[src/rtl/spi_slave_frame.sv]
// spi_slave_frame: SPI slave exchanging fixed-length frames of bytes between an
// external master and two show-ahead FIFOs (TX feeds miso, RX collects mosi).
// All SPI pins are oversampled in the sys_clk domain.
module spi_slave_frame #(
    parameter int unsigned CPOL            = 0,
    parameter int unsigned CPHA            = 0,
    parameter int unsigned BYTES_PER_FRAME = 2,
    parameter int unsigned FIFO_DEPTH      = 16
) (
    input  logic       sys_clk,
    input  logic       n_rst,
    input  logic       n_cs,
    input  logic       sclk,
    input  logic       mosi,
    output logic       miso,
    output logic       miso_oe,
    input  logic [7:0] tx_din,
    input  logic       tx_wrreq,
    output logic       tx_full,
    input  logic       rx_rdreq,
    output logic [7:0] rx_dout,
    output logic       rx_empty,
    output logic [7:0] rx_len,
    output logic       frame_done,
    output logic       frame_err,
    output logic       tx_underrun,
    output logic       rx_overflow
);
    localparam int unsigned AW        = $clog2(FIFO_DEPTH);
    localparam int unsigned PW        = AW + 1;
    localparam logic [PW-1:0] DEPTH_P = PW'(FIFO_DEPTH);
    localparam logic [7:0] LAST_BYTE  = 8'(BYTES_PER_FRAME - 1);
    localparam logic IDLE_POL         = 1'(CPOL);
    localparam logic SHIFT_LEAD       = (CPHA != 0);

    typedef enum logic [1:0] {StIdle, StActive, StFlush} state_e;

    // Synchronizers and edge detection
    logic [1:0] cs_sync_q, sclk_sync_q, mosi_sync_q;
    logic       cs_prev_q, sclk_prev_q;
    logic [1:0] settle_q;
    logic       armed_q;
    logic       cs_s, sclk_s, mosi_s;
    logic       cs_fall, cs_rise, sclk_chg, lead_edge, trail_edge, sample_edge, shift_edge;

    // Frame engine state
    state_e     state_q, state_d;
    logic [2:0] bit_cnt_q, bit_cnt_d;
    logic [7:0] byte_cnt_q, byte_cnt_d;
    logic [7:0] tx_sh_q, tx_sh_d;
    logic [6:0] rx_sh_q, rx_sh_d;
    logic       out_q, out_d;
    logic       skip_q, skip_d;
    logic       load_req;
    logic       done_d, err_d, underrun_d, overflow_d;

    // FIFOs
    logic [7:0]    tx_mem [FIFO_DEPTH];
    logic [7:0]    rx_mem [FIFO_DEPTH];
    logic [PW-1:0] tx_wr_q, tx_rd_q, rx_wr_q, rx_rd_q;
    logic [PW-1:0] tx_cnt, rx_cnt;
    logic          tx_empty, tx_pop_req, tx_pop, tx_push;
    logic [7:0]    tx_head;
    logic          rx_full, rx_push_req, rx_push, rx_pop;
    logic [7:0]    rx_push_data;

    assign cs_s   = cs_sync_q[1];
    assign sclk_s = sclk_sync_q[1];
    assign mosi_s = mosi_sync_q[1];

    // A falling n_cs only counts once n_cs has been seen high after reset, so a
    // chip select held low through reset cannot start a frame.
    assign cs_fall     = armed_q & cs_prev_q & ~cs_s;
    assign cs_rise     = ~cs_prev_q & cs_s;
    assign sclk_chg    = sclk_s ^ sclk_prev_q;
    assign lead_edge   = sclk_chg & (sclk_s != IDLE_POL);
    assign trail_edge  = sclk_chg & (sclk_s == IDLE_POL);
    assign sample_edge = SHIFT_LEAD ? trail_edge : lead_edge;
    assign shift_edge  = SHIFT_LEAD ? lead_edge : trail_edge;

    // Two-flop synchronizers, edge history and post-reset arming of n_cs
    always_ff @(posedge sys_clk or negedge n_rst) begin
        if (!n_rst) begin
            cs_sync_q   <= 2'b11;
            sclk_sync_q <= {2{IDLE_POL}};
            mosi_sync_q <= 2'b00;
            cs_prev_q   <= 1'b1;
            sclk_prev_q <= IDLE_POL;
            settle_q    <= 2'd0;
            armed_q     <= 1'b0;
        end else begin
            cs_sync_q   <= {cs_sync_q[0], n_cs};
            sclk_sync_q <= {sclk_sync_q[0], sclk};
            mosi_sync_q <= {mosi_sync_q[0], mosi};
            cs_prev_q   <= cs_s;
            sclk_prev_q <= sclk_s;
            if (settle_q != 2'd3) settle_q <= settle_q + 2'd1;
            if (settle_q == 2'd3 && cs_s) armed_q <= 1'b1;
        end
    end

    // Frame engine next-state: bit/byte sequencing, TX loads and RX pushes
    always_comb begin
        state_d      = state_q;
        bit_cnt_d    = bit_cnt_q;
        byte_cnt_d   = byte_cnt_q;
        tx_sh_d      = tx_sh_q;
        rx_sh_d      = rx_sh_q;
        out_d        = out_q;
        skip_d       = skip_q;
        load_req     = 1'b0;
        rx_push_req  = 1'b0;
        rx_push_data = {rx_sh_q, mosi_s};
        done_d       = 1'b0;
        err_d        = 1'b0;
        unique case (state_q)
            StIdle: begin
                if (cs_fall) begin
                    state_d    = StActive;
                    bit_cnt_d  = 3'd0;
                    byte_cnt_d = 8'd0;
                    rx_sh_d    = 7'd0;
                    out_d      = 1'b0;
                    skip_d     = 1'b0;
                    load_req   = 1'b1;
                end
            end
            StActive: begin
                if (cs_rise) begin
                    state_d = StIdle;
                    err_d   = 1'b1;
                end else if (sample_edge) begin
                    rx_sh_d   = rx_push_data[6:0];
                    bit_cnt_d = bit_cnt_q + 3'd1;
                    if (bit_cnt_q == 3'd7) begin
                        rx_push_req = 1'b1;
                        if (byte_cnt_q == LAST_BYTE) begin
                            done_d  = 1'b1;
                            state_d = StFlush;
                        end else begin
                            byte_cnt_d = byte_cnt_q + 8'd1;
                            load_req   = 1'b1;
                            // In mode CPHA=0 the new MSB is already on miso, so
                            // the trailing edge that closes this byte must not shift.
                            skip_d     = ~SHIFT_LEAD;
                        end
                    end
                end else if (shift_edge) begin
                    if (skip_q) begin
                        skip_d = 1'b0;
                    end else begin
                        out_d   = tx_sh_q[7];
                        tx_sh_d = {tx_sh_q[6:0], 1'b0};
                    end
                end
            end
            StFlush: begin
                if (cs_rise) state_d = StIdle;
            end
            default: state_d = StIdle;
        endcase
        tx_pop_req = load_req;
        underrun_d = load_req & tx_empty;
        if (load_req) tx_sh_d = tx_empty ? 8'h00 : tx_head;
    end

    // Frame engine registers and output pulses
    always_ff @(posedge sys_clk or negedge n_rst) begin
        if (!n_rst) begin
            state_q     <= StIdle;
            bit_cnt_q   <= 3'd0;
            byte_cnt_q  <= 8'd0;
            tx_sh_q     <= 8'd0;
            rx_sh_q     <= 7'd0;
            out_q       <= 1'b0;
            skip_q      <= 1'b0;
            frame_done  <= 1'b0;
            frame_err   <= 1'b0;
            tx_underrun <= 1'b0;
            rx_overflow <= 1'b0;
        end else begin
            state_q     <= state_d;
            bit_cnt_q   <= bit_cnt_d;
            byte_cnt_q  <= byte_cnt_d;
            tx_sh_q     <= tx_sh_d;
            rx_sh_q     <= rx_sh_d;
            out_q       <= out_d;
            skip_q      <= skip_d;
            frame_done  <= done_d;
            frame_err   <= err_d;
            tx_underrun <= underrun_d;
            rx_overflow <= overflow_d;
        end
    end

    assign miso    = (state_q == StActive) ? (SHIFT_LEAD ? out_q : tx_sh_q[7]) : 1'b0;
    assign miso_oe = (state_q != StIdle) & ~cs_s;

    // TX FIFO: a push into a full FIFO is accepted only alongside a pop
    assign tx_cnt   = tx_wr_q - tx_rd_q;
    assign tx_empty = (tx_cnt == '0);
    assign tx_full  = (tx_cnt == DEPTH_P);
    assign tx_pop   = tx_pop_req & ~tx_empty;
    assign tx_push  = tx_wrreq & (~tx_full | tx_pop);
    assign tx_head  = tx_mem[tx_rd_q[AW-1:0]];

    // TX FIFO pointers
    always_ff @(posedge sys_clk or negedge n_rst) begin
        if (!n_rst) begin
            tx_wr_q <= '0;
            tx_rd_q <= '0;
        end else begin
            if (tx_push) tx_wr_q <= tx_wr_q + 1'b1;
            if (tx_pop)  tx_rd_q <= tx_rd_q + 1'b1;
        end
    end

    // TX FIFO storage
    always_ff @(posedge sys_clk) begin
        if (tx_push) tx_mem[tx_wr_q[AW-1:0]] <= tx_din;
    end

    // RX FIFO: show-ahead head, full-at-push drops the byte
    assign rx_cnt     = rx_wr_q - rx_rd_q;
    assign rx_empty   = (rx_cnt == '0);
    assign rx_full    = (rx_cnt == DEPTH_P);
    assign rx_pop     = rx_rdreq & ~rx_empty;
    assign rx_push    = rx_push_req & (~rx_full | rx_pop);
    assign overflow_d = rx_push_req & rx_full & ~rx_pop;
    assign rx_dout    = rx_mem[rx_rd_q[AW-1:0]];
    assign rx_len     = 8'(rx_cnt);

    // RX FIFO pointers and storage; storage is cleared so rx_dout reads 0 after reset
    always_ff @(posedge sys_clk or negedge n_rst) begin
        if (!n_rst) begin
            rx_wr_q <= '0;
            rx_rd_q <= '0;
            rx_mem  <= '{default: 8'h00};
        end else begin
            if (rx_push) begin
                rx_mem[rx_wr_q[AW-1:0]] <= rx_push_data;
                rx_wr_q                 <= rx_wr_q + 1'b1;
            end
            if (rx_pop) rx_rd_q <= rx_rd_q + 1'b1;
        end
    end

endmodule
[config.mk]
export PLATFORM = sky130hd
export DESIGN_NAME = spi_slave_frame
export DESIGN_NICKNAME = d
export VERILOG_FILES = /design/src/rtl/spi_slave_frame.sv
export SDC_FILE = /design/constraint.sdc
export NUM_CORES = 1
export LEC_CHECK = 0
export ABC_AREA = 1
export ABC_CLOCK_PERIOD_IN_PS = 7250
export CORE_MARGIN = 8
export CORE_UTILIZATION = 65
export CTS_CLUSTER_SIZE = 14
export DETAILED_ROUTE_END_ITERATION = 8
export PLACE_DENSITY = 0.83
export RECOVER_POWER = 25
export SETUP_SLACK_MARGIN = 0.5
export SYNTH_ARGS = -nofsm -noshare
export SYNTH_HDL_FRONTEND = slang
export SYNTH_SLANG_ARGS = --single-unit
[constraint.sdc]
create_clock -name sys_clk -period 7.25 [get_ports sys_clk]
set_clock_uncertainty 0.1 [all_clocks]
set_input_delay 1.45 -clock sys_clk [delete_from_list [all_inputs] [get_ports sys_clk]]
set_output_delay 1.45 -clock sys_clk [all_outputs]
set_load 0.02 [all_outputs]
==> run summary <==
The run finished, with violations left. The checks that failed: capacitance limit, slew limit. Area of the core: 0.0232 mm^2.

Post-synthesis average cell area: 9.06 um^2. The number of warnings printed during yosys synthesis was 0. The library cell used most frequently in the layout, excluding fill and tap cells, is sky130_fd_sc_hd__nand2_1.

After detailed routing, the average wire length per cell comes to 18.7 um. The worst path in the final design needs a cycle of 5.79 ns, including I/O delays and setup. The root buffer cell chosen for the clock tree is sky130_fd_sc_hd__clkbuf_16. The I/O pin count is 39, and the total leakage power is 7.68 nW.

The number of global-route vias before repair is 11441. In the layout the commonest cells are sky130_fd_sc_hd__nand2_1 (550), sky130_fd_sc_hd__dfrtp_1 (187), sky130_fd_sc_hd__nand3_1 (135). The total power per unit cell area works out to 363 mW/mm^2.

Entering global routing, the biggest net connects 134 pins. The first global-routing pass estimated 60.4 mm of wire. VDD sags by at most 0.354 mV. The highest fanout seen on the critical path works out to 35.

0 antenna diodes ended up in the layout. The tools report the worst max-slew margin expressed relative to the limit as -118%. For this design, the slowest cell found on the critical path is sky130_fd_sc_hd__dfrtp_1. STA puts the critical path data required time at 5.70 ns. After detailed routing, the number of vias per cell comes to 6.04.

The total number of placement rows is 56. The worst hold path belongs to the class reg -> reg. The fraction of final layout cells sized beyond drive strength 1 works out to 5.50%.

After detailed routing, the total wire length is 37.6 mm. Counting flops with an async set or reset pin after synthesis yields a share of 60.0%. Number of port buffers: 35.

The pre-antenna-repair detailed-routing pass consisted of 6 iterations. The cell area after synthesis is 0.0151 mm^2. After synthesis, the netlist uses 46 different library cells. In the synthesized netlist the dominant register cell turns out to be sky130_fd_sc_hd__dfrtp_1. Once detail routing completed, the nets flagged for antenna violations numbered 0. Clock tree synthesis inserted a total of 35 buffers. The most frequent cell on the critical path was sky130_fd_sc_hd__inv_1. For this design, the CTS-stage hold fixing added 0 buffers. For this run, design rule violations remaining after detail routing come to 0. The tools report the total negative slack as 0 ns. The logs give 0 for the hold violation count in the final report and 320 for the clock sink count. The completed layout was analyzed and its total power is 6.06 mW. The tools report the final instance count without filler cells as 2010.

The number of H-tree levels is 2. The clock latency on the worst-skew pair is 0.53 ns, and the post-CTS setup buffer count is 0. The worst setup path is of the reg -> out kind. The fmax was 173 MHz. The final estimated routing congestion in global placement was 0.953; the largest incremental delay on the critical path was 0.90 ns. The tools report the sequential fraction of the synthesis area as 57.2%.

The logs give 23.6 mm for the HPWL reported at the end of detailed placement and 0 for the global route total overflow. The count of cells resized by post-cts repair is 0. After clock tree synthesis, the clock-pin slew on the worst setup and hold paths is 0.06 ns. After routing the design area is 0.0167 mm^2. The starting utilization of the core area is 65.3%.

The signal on the critical path passes through inv_1 -> fa_1 -> xor2_1 -> nand3b_1 -> nor2_1 -> nand2_1 -> inv_1 -> clkdlybuf4s50_1. The kind of cell with the highest combined delay along the critical path is buffers and inverters. The die covers 0.0284 mm^2. The worst slack after detailed placement is 2.07 ns, and the horizontal extent of the die is 169 um. In the global route stage, overall resource usage came out at 26.6%. The sum of buffers and inverters on the critical path came out at 3. Final worst-path cycle share: 79.8%. The first routing iteration left 1657 violations. The post-detailed-placement cell area was 0.0155 mm^2; the initial antenna violation count was 0. The maximum root-to-sink buffer count was 3; the routed via count was 12148. For the pin with the worst max-slew slack, the measured transition is 3.27 ns. The floorplan step set the die height to 169 um. For the worst setup slack after layout, the log shows 1.46 ns.

The signed area change from the synthesized netlist to the final layout is 10.4%, and the number of enable-type register cells in the synthesized netlist is 128. Setup repair after global routing left no endpoint under its margin. Setup violations remaining at the end of the flow were counted as 0. The logs give 1948 for the cell count after placement and 134 for the count of final max-slew check failures. The worst setup path is launched from a flip-flop. Synthesis inferred 320 register bits.

TritonCTS built the clock tree. The tools report the max-cap check violation count as 1. The tools report the element type at the critical path end as a primary output. After technology mapping, the gate count stands at 1670.

The net count of the finished layout is 1708. The data arrival time of the critical path came out at 4.24 ns.
Yosys cell counts (2+ instances only):
cell / n / share of area [%]
sky130_fd_sc_hd__inv_1: 85 / 2.1
sky130_fd_sc_hd__o211ai_1: 2 / 0.099
sky130_fd_sc_hd__dfstp_2: 3 / 0.52
sky130_fd_sc_hd__nand2_2: 3 / 0.12
sky130_fd_sc_hd__nand2_1: 551 / 14
sky130_fd_sc_hd__edfxtp_1: 128 / 25
sky130_fd_sc_hd__buf_6: 12 / 0.89
sky130_fd_sc_hd__o31ai_1: 2 / 0.099
sky130_fd_sc_hd__o21ai_0: 74 / 2.4
sky130_fd_sc_hd__xnor2_1: 8 / 0.46
sky130_fd_sc_hd__dfrtp_1: 189 / 31
sky130_fd_sc_hd__o21ai_1: 2 / 0.066
sky130_fd_sc_hd__a22o_1: 2 / 0.12
sky130_fd_sc_hd__ha_1: 25 / 2.1
sky130_fd_sc_hd__nand3_1: 135 / 4.5
sky130_fd_sc_hd__o21bai_1: 5 / 0.25
sky130_fd_sc_hd__clkbuf_1: 38 / 0.94
sky130_fd_sc_hd__buf_1: 17 / 0.42
sky130_fd_sc_hd__xor2_1: 15 / 0.87
sky130_fd_sc_hd__a21oi_1: 12 / 0.40
sky130_fd_sc_hd__nand2_4: 2 / 0.15
sky130_fd_sc_hd__o22ai_1: 25 / 1.0
sky130_fd_sc_hd__buf_2: 24 / 0.79
sky130_fd_sc_hd__buf_4: 9 / 0.45
sky130_fd_sc_hd__o221ai_1: 14 / 0.81
sky130_fd_sc_hd__nor3_1: 20 / 0.66
sky130_fd_sc_hd__clkinv_1: 4 / 0.099
sky130_fd_sc_hd__nand4_1: 132 / 5.5
sky130_fd_sc_hd__nand3b_1: 2 / 0.099
sky130_fd_sc_hd__inv_2: 2 / 0.050
sky130_fd_sc_hd__nor2_1: 113 / 2.8
final cells by class:
class,instances,area [um^2]
timing repair buffer,59,526
multi-input combinational,1159,5590
tap,319,399
inverter,92,348
clock buffer,44,940
sequential,320,8650
clock inverter,17,248
fill,1667,6480
worst reg2reg max path, stage by stage, from the launching register on:
cell,delay [ns]
sky130_fd_sc_hd__dfrtp_1,0.90
sky130_fd_sc_hd__inv_1,0.71
sky130_fd_sc_hd__fa_1,0.65
sky130_fd_sc_hd__nand3_1,0.09
sky130_fd_sc_hd__nand2_1,0.06
sky130_fd_sc_hd__xnor2_1,0.22
sky130_fd_sc_hd__nor2_1,0.11
sky130_fd_sc_hd__nand2_4,0.68
sky130_fd_sc_hd__buf_4,0.48
sky130_fd_sc_hd__nand3_1,0.32
sky130_fd_sc_hd__nand2_1,0.17
sky130_fd_sc_hd__nand2_1,0.07
registers in the layout, indices dropped and copies added (netlist names), 3 cells and up:
signal,count
tx_mem,128
tx_rd_q,5
rx_wr_q,5
bit_cnt_q,3
rx_mem,128
rx_sh_q,7
tx_sh_q,8
tx_wr_q,5
rx_rd_q,5
byte_cnt_q,8
report_power, final:
group | switching, mW | internal (mW) | total, mW | leakage, nW
Clock | 0.732 | 1.11 | 1.84 | 0.572
Combinational | 1.37 | 0.672 | 2.04 | 3.36
Sequential | 0.157 | 2.03 | 2.19 | 3.75
Total | 2.25 | 3.81 | 6.06 | 7.68
worst paths after layout:
check	start	to	slack (ns)	depth (start not counted)
setup / recovery	rx_rd_q[1]	rx_empty	1.46	8
hold / removal	mosi_sync_q[0]	mosi_sync_q[1]	0.25	0
setup reg to reg	rx_rd_q[1]	rx_mem[26]	2.57	11
hold reg to reg	mosi_sync_q[0]	mosi_sync_q[1]	0.25	0
max in group asynchronous	n_rst	tx_rd_q[0]	3.01	1
min in group asynchronous	n_rst	rx_wr_q[1]	1.87	1
metrics by stage:
step,hold slack (ns),utilization [%]
6_report,0.252,72.0
3_3_place_gp,0.237,67.0
5_1_grt,0.266,72.0
2_1_floorplan,0.231,-
3_5_place_dp,0.236,67.0
4_1_cts,0.250,72.1
logic make-up after synthesis:
family | Yosys count | synth area share [%]
AOI/OAI and AO/OA | 142 | 5.51
xor gates and xnor gates | 23 | 1.33
adders and majority gates | 26 | 2.20
buffers and inverters | 193 | 5.89
DFF | 320 | 57.2
muxes | 1 | 0.0744
other | 1 | 0.0248
and+or+nand+nor | 964 | 27.8
per-layer routing:
layer	vias to the layer above	wire length (um)	track usage, %
li1	5656	-	-
met1	5763	15000	34.9
met2	594	17800	42.5
met3	135	3070	4.66
met4	0	1790	13.0
met5	-	0	0
Note: power is estimated with default switching activity, not from simulation.
